--- config.mk ---
export PLATFORM = sky130hd
export DESIGN_NAME = namco_wsg8
export DESIGN_NICKNAME = d
export VERILOG_FILES = /design/src/rtl/wsg_pkg.sv /design/src/rtl/wsg_voice_regs.sv /design/src/rtl/namco_wsg8.sv
export SDC_FILE = /design/constraint.sdc
export NUM_CORES = 1
export LEC_CHECK = 0
export CAP_MARGIN = 20
export CORE_MARGIN = 4
export CORE_UTILIZATION = 57
export DETAILED_ROUTE_END_ITERATION = 6
export PLACE_DENSITY = 0.77
export SYNTH_ARGS = -nofsm -noshare
export SYNTH_HDL_FRONTEND = slang
export SYNTH_SLANG_ARGS = --single-unit
--- constraint.sdc ---
create_clock -name CLK24M -period 5.09 [get_ports CLK24M]
set_input_delay 1.2725 -clock CLK24M [delete_from_list [all_inputs] [get_ports CLK24M]]
set_output_delay 1.2725 -clock CLK24M [all_outputs]
set_load 0.02 [all_outputs]
--- src/rtl/wsg_pkg.sv ---
// wsg_pkg
//   Shared constants for the Namco 8-voice wavetable sound generator.
//   Holds the accumulator width, the frame/slot timing, the per-voice
//   register offsets inside each 8-byte voice block, and the slot phase type.
package wsg_pkg;

   localparam int NUM_VOICES   = 8;
   localparam int ACC_W        = 20;
   localparam int FRAME_CYCLES = 256;
   localparam int SLOT_CYCLES  = 4;

   // Byte offsets within a voice's 8-byte register block.
   localparam logic [2:0] REG_F0  = 3'd0;   // freq[7:0]
   localparam logic [2:0] REG_F1  = 3'd1;   // freq[15:8]
   localparam logic [2:0] REG_F2W = 3'd2;   // {-, wave[2:0], freq[19:16]}
   localparam logic [2:0] REG_VOL = 3'd3;   // {----, vol[3:0]}

   // Phase of the 4-cycle voice slot, taken straight from cnt[1:0].
   typedef enum logic [1:0] {
      PH_ACC  = 2'd0,   // step accumulator
      PH_ADDR = 2'd1,   // issue wave ROM address
      PH_MAC  = 2'd2,   // accumulate sample * volume
      PH_IDLE = 2'd3
   } phase_t;

endpackage

--- src/rtl/wsg_voice_regs.sv ---
// wsg_voice_regs
//   Sound register file for the eight voices. Captures one sub-CPU write per
//   rising edge of the level strobe WE and offers a combinational read of one
//   voice's fields selected by RD_SEL.
// Ports:
//   CLK24M, nRESET      clock, asynchronous active-low reset
//   ADDR[5:0], DATA[7:0] write address / data; ADDR[5:3] = voice, ADDR[2:0] = offset
//   WE                  level write strobe, held for several cycles per write
//   RD_SEL[2:0]         voice selected for readout
//   RD_FREQ, RD_WAVE, RD_VOL  selected voice's frequency, wave number, volume
module wsg_voice_regs
   import wsg_pkg::*;
(
   input  logic             CLK24M,
   input  logic             nRESET,
   input  logic [5:0]       ADDR,
   input  logic [7:0]       DATA,
   input  logic             WE,
   input  logic [2:0]       RD_SEL,
   output logic [ACC_W-1:0] RD_FREQ,
   output logic [2:0]       RD_WAVE,
   output logic [3:0]       RD_VOL
);

   logic             we_d;
   logic             wr_stb;
   logic [2:0]       wr_voice;
   logic [2:0]       wr_off;
   logic [ACC_W-1:0] freq [NUM_VOICES];
   logic [2:0]       wave [NUM_VOICES];
   logic [3:0]       vol  [NUM_VOICES];

   // No register field uses DATA bit 7.
   logic unused_data_b7;
   assign unused_data_b7 = DATA[7];

   // Only the first cycle of a held strobe writes; later cycles are ignored
   // even if DATA changes underneath.
   assign wr_stb   = WE & ~we_d;
   assign wr_voice = ADDR[5:3];
   assign wr_off   = ADDR[2:0];

   always_ff @(posedge CLK24M or negedge nRESET) begin
      if (!nRESET) begin
         we_d <= 1'b0;
      end else begin
         we_d <= WE;
      end
   end

   always_ff @(posedge CLK24M or negedge nRESET) begin
      if (!nRESET) begin
         for (int v = 0; v < NUM_VOICES; v++) begin
            freq[v] <= '0;
            wave[v] <= '0;
            vol[v]  <= '0;
         end
      end else if (wr_stb) begin
         case (wr_off)
            REG_F0:  freq[wr_voice][7:0]   <= DATA;
            REG_F1:  freq[wr_voice][15:8]  <= DATA;
            REG_F2W: begin
               freq[wr_voice][19:16] <= DATA[3:0];
               wave[wr_voice]        <= DATA[6:4];
            end
            REG_VOL: vol[wr_voice] <= DATA[3:0];
            default: ;
         endcase
      end
   end

   assign RD_FREQ = freq[RD_SEL];
   assign RD_WAVE = wave[RD_SEL];
   assign RD_VOL  = vol[RD_SEL];

endmodule

--- src/rtl/namco_wsg8.sv ---
// namco_wsg8
//   Eight-voice Namco wavetable sound generator. A free-running frame counter
//   walks the voices in 4-cycle slots during cnt 0..31: step the voice's
//   20-bit phase accumulator, fetch its 4-bit sample from the external wave
//   ROM, and accumulate sample*volume. At cnt 32 the mix is latched to SOUT.
// Ports:
//   CLK24M, nRESET      clock, asynchronous active-low reset
//   ADDR, DATA, WE      sub-CPU writes into the $00-$3F sound register window
//   SND_ENABLE          forces SOUT to zero at the next latch when low
//   WAVE_CLK            wave ROM clock (CLK24M)
//   WAVE_AD[7:0]        wave ROM address {wave, sample index}
//   WAVE_DT[3:0]        wave ROM data, valid one cycle after the address
//   SOUT[7:0]           mixed unsigned output, updated once per frame
module namco_wsg8 #(
   parameter int NUM_VOICES   = 8,
   parameter int FRAME_CYCLES = 256
) (
   input  logic       CLK24M,
   input  logic       nRESET,
   input  logic [5:0] ADDR,
   input  logic [7:0] DATA,
   input  logic       WE,
   input  logic       SND_ENABLE,
   output logic       WAVE_CLK,
   output logic [7:0] WAVE_AD,
   input  logic [3:0] WAVE_DT,
   output logic [7:0] SOUT
);

   import wsg_pkg::*;

   localparam logic [7:0] SCAN_END = 8'(NUM_VOICES * SLOT_CYCLES);
   localparam logic [7:0] CNT_LAST = 8'(FRAME_CYCLES - 1);

   logic [7:0]       cnt;
   logic [2:0]       slot;
   phase_t           phase;
   logic             in_scan;
   logic             latch_now;
   logic [ACC_W-1:0] acc [NUM_VOICES];
   logic [ACC_W-1:0] acc_next;
   logic [10:0]      sum;
   logic [7:0]       mac_prod;
   logic [ACC_W-1:0] rd_freq;
   logic [2:0]       rd_wave;
   logic [3:0]       rd_vol;

   assign WAVE_CLK = CLK24M;

   assign slot      = cnt[4:2];
   assign phase     = phase_t'(cnt[1:0]);
   assign in_scan   = (cnt < SCAN_END);
   assign latch_now = (cnt == SCAN_END);

   wsg_voice_regs u_regs (
      .CLK24M  (CLK24M),
      .nRESET  (nRESET),
      .ADDR    (ADDR),
      .DATA    (DATA),
      .WE      (WE),
      .RD_SEL  (slot),
      .RD_FREQ (rd_freq),
      .RD_WAVE (rd_wave),
      .RD_VOL  (rd_vol)
   );

   // Accumulator wraps mod 2^20 by width truncation.
   assign acc_next = acc[slot] + rd_freq;
   assign mac_prod = {4'd0, WAVE_DT} * {4'd0, rd_vol};

   always_ff @(posedge CLK24M or negedge nRESET) begin
      if (!nRESET) begin
         cnt <= '0;
      end else if (cnt == CNT_LAST) begin
         cnt <= '0;
      end else begin
         cnt <= cnt + 8'd1;
      end
   end

   always_ff @(posedge CLK24M or negedge nRESET) begin
      if (!nRESET) begin
         for (int v = 0; v < NUM_VOICES; v++) begin
            acc[v] <= '0;
         end
      end else if (in_scan && phase == PH_ACC) begin
         acc[slot] <= acc_next;
      end
   end

   // Address uses the accumulator already stepped in the previous cycle.
   always_ff @(posedge CLK24M or negedge nRESET) begin
      if (!nRESET) begin
         WAVE_AD <= '0;
      end else if (in_scan && phase == PH_ADDR) begin
         WAVE_AD <= {rd_wave, acc[slot][ACC_W-1:ACC_W-5]};
      end
   end

   // Worst case 8 * 15 * 15 = 1800 fits the 11-bit sum; SOUT takes sum/8.
   always_ff @(posedge CLK24M or negedge nRESET) begin
      if (!nRESET) begin
         sum  <= '0;
         SOUT <= '0;
      end else if (latch_now) begin
         SOUT <= SND_ENABLE ? sum[10:3] : 8'h00;
         sum  <= '0;
      end else if (in_scan && phase == PH_MAC) begin
         sum <= sum + {3'd0, mac_prod};
      end
   end

endmodule

==> results.yml <==
synth:
  avgSynthCellArea_um2: 10.9
  yosys_warnings: 0
  yosys.area.top_type: "dfrtp_1"
  ys_ff_latch: 412
  synthTopCellsByArea: "dfrtp_1 51%, mux2_2 13%, a22oi_1 4.1%, nand2_1 4.0%, o21ai_0 3.3%"
  synthArstFlopShare_pct: 100
  ys_types: 74
  synth-edff-count: 0
  netlist_area_um2: 20300
  seq_area_frac_synth_pct: 50.8
  synth_top_area_share_pct: 50.8
  synth_nets: 1938
  postSynthCellCount: 1865
  synth-main-ff-cell: "dfrtp_1"
status:
  status: "finished clean"
drt:
  drt_iter0_markers: 1532
  wl_um: 53800
  ant_nets: 0
  avgViaCountPerCell: 6.48
  drtPass1Iterations: 6
  avgRoutedWirePerCell_um: 22.9
  num_vias: 15200
  remaining_drc_errors: 0
timing:
  rsz0062_at_grt: "no"
  maxSlewViolCount: 0
  worst_pin_slew_ps: 1020
  hold_violations: 0
  finalCritPeriodShare_pct: 93.9
  tns_ps: 0
  slew_headroom_pct: 31.9
  finalSetupViolations: 0
  max_freq_ghz: 0.209
  post-route-min-period_ps: 4780
  fin_skew_ps: 13.3
clocking:
  cts_resized: 0
  tritoncts: "done"
  path_clk_slew_ps: 60
  cts_setup_buffers: 0
  ctsHoldBuffers: 0
  clock_latency_ps: 670
global_route:
  use_met2_pct: 43.7
  grt_util_all_layers_pct: 27.9
  use_met3_pct: 5.44
  grt_max_degree: 94
  grt_pass1_wl_um: 85800
  grt_overflow: 0
  met1_usage_pct: 38.8
  antenna_found_initial: 0
  grt-busiest-layer: "met2"
  grt_pass1_vias: 15200
floorplanning:
  fp.coreArea_um2: 34800
  ios: 39
  die_y_um: 197
  die_x_um: 197
  die_area_um2: 38700
  start_util_pct: 58.3
  num_rows: 68
placed_design:
  dp_hpwl_um: 34100
  gp_congestion: 0.921
  place.port_buffers: 38
job:
  drv_cap: 0
power_and_ir_drop:
  seqPwrFrac_pct: 47.4
  intPower_w: 0.00574
  netSwitchingFraction_pct: 24.2
  clockPowerShare_pct: 43.7
  p_sw_w: 0.00183
  power_density_nw_per_um2: 334
  share_comb_of_total_power_pct: 8.9
  ir_drop_mv: 0.332
  power.leakage_nw: 10.3
  power_w: 0.00758
hold_path:
  hold_end: "acc[0]"
  min_path_type: "reg -> reg"
  min_from: "acc[0]"
  whs_path_depth: 2
critical_path:
  r2r_start: "cnt[2]"
  worstPathRequired_ps: 5680
  crit_type: "reg -> reg"
  critPathLaunchType: "register"
  r2r_cells: 17
  crit_path_end_kind: "register"
  r2r_end: "sum[9]"
  cp_max_fo: 7
  r2r_setup_slack_ps: 310
  worstPathArrival_ps: 5370
cells_and_area:
  diodes: 0
  nFillCells: 2554
  drive_gt1_share_pct: 20.9
  fin_util_pct: 65.2
  area_delta_synth_final_pct: 11.9
  fin_nets: 1935
cell usage after synthesis (3+ instances only):
master      n
dfrtp_1   412
mux2_2    237
nand2_1   217
o21ai_0   134
a22oi_1   111
nor2_1    103
clkbuf_1   77
nand3_1    42
ha_1       41
inv_1      36
a221oi_1   35
buf_2      34
a21oi_1    31
nand4_1    24
nor3_1     22
o21ai_1    22
and2_1     20
buf_1      19
a22o_1     18
a31oi_1    18
mux2i_1    16
a211oi_1   12
o211ai_1   12
nand2b_1   11
xnor2_1    11
xor2_1     11
a221o_1    10
fa_1       10
o311ai_1   10
or3_1      10
a211o_1     9
nor2b_1     8
a21o_1      6
nand2_2     6
nor3_2      6
a21oi_2     4
and3_1      4
mux4_2      4
o21bai_1    4
buf_4       3
nor3b_1     3
power groups by stage:
stage,clock network [W],registers [W],logic [W]
final,0.00331,0.00359,0.000675
after global routing,0.00349,0.00361,0.000746
after CTS,0.00335,0.00359,0.000668
after detailed placement,0.0000264,0.00365,0.000661
after global placement,0.0000264,0.00363,0.000636
after floorplan,0.0000230,0.00364,0.000384
flip-flops by register name (all words and copies together), names as in the netlist:
| name | count |
|---|---|
| SOUT | 8 |
| WAVE_AD | 8 |
| u_regs.freq | 160 |
| u_regs.we_d | 1 |
| acc | 160 |
| sum | 11 |
| cnt | 8 |
| u_regs.vol | 32 |
| u_regs.wave | 24 |
stage by stage:
stage	cell area (µm²)	hold slack, ps	instances	setup WS, ps
floorplan	20300	444	1865	359
global placement	21100	457	2265	38.8
detailed placement	21100	465	2265	53.7
CTS	22600	480	2344	264
global route	22700	495	2349	54.9
finish	22700	478	2349	313
worst max-delay path by stage:
stage / startpoint / to
finish: cnt[2] / sum[9]
CTS: cnt[2] / sum[9]
global route: cnt[2] / sum[9]
global placement: WAVE_DT[0] / sum[9]
floorplan: cnt[3] / sum[9]
detailed placement: WAVE_DT[0] / sum[9]
area by class of cell:
class | count | area, µm² | area share (%)
clock buffer | 68 | 1340 | 5.90
multi-input combinational | 1280 | 9290 | 40.9
timing repair buffer | 84 | 893 | 3.94
sequential | 412 | 10300 | 45.4
tap | 455 | 569 | 2.51
inverter | 38 | 143 | 0.628
clock inverter | 12 | 158 | 0.694
layout by cell type (no fill, tap or decap), types with 11 or more instances in the layout:
cell,instances
nand3_1,42
inv_1,36
a31oi_1,18
buf_4,36
nand2_1,217
nor3_1,22
clkbuf_1,11
a221oi_1,35
nor2_1,102
ha_1,41
clkbuf_16,47
xnor2_1,11
o211ai_1,12
and2_1,20
xor2_1,11
nand2b_1,11
o21ai_1,22
a211oi_1,12
clkdlybuf4s50_1,37
a22o_1,18
mux2_2,237
a22oi_1,111
o21ai_0,134
a21oi_1,30
nand4_1,24
mux2i_1,16
dfrtp_1,410
critical path: stages (launching register included):
cell,delay (ps)
dfrtp_1,420
and2b_1,290
and2_1,240
a22oi_1,150
o21ai_0,150
a21oi_2,210
nand2b_1,160
fa_1,460
fa_1,510
fa_1,520
inv_1,50
ha_1,300
a21o_1,130
a21oi_1,90
o21bai_1,190
a31oi_1,120
or4b_2,640
nand3_1,80
per-layer routing:
metal	wire, µm	vias up
met5	0	-
met4	2500	0
met3	3790	146
met2	25000	577
met1	22500	7728
li1	-	6769
logic make-up (layout without fill, tap and decap cells):
logic type | after synthesis | in the layout | synth area share [%]
buffers and inverters | 173 | 202 | 3.54
muxes | 258 | 258 | 14.5
DFF | 412 | 412 | 50.8
and+or+nand+nor | 497 | 497 | 11.5
AOI/OAI and AO/OA | 450 | 450 | 15.0
xor gates and xnor gates | 24 | 24 | 1.14
adders and majority gates | 51 | 51 | 3.51
Note: power is estimated with default switching activity, not from simulation.
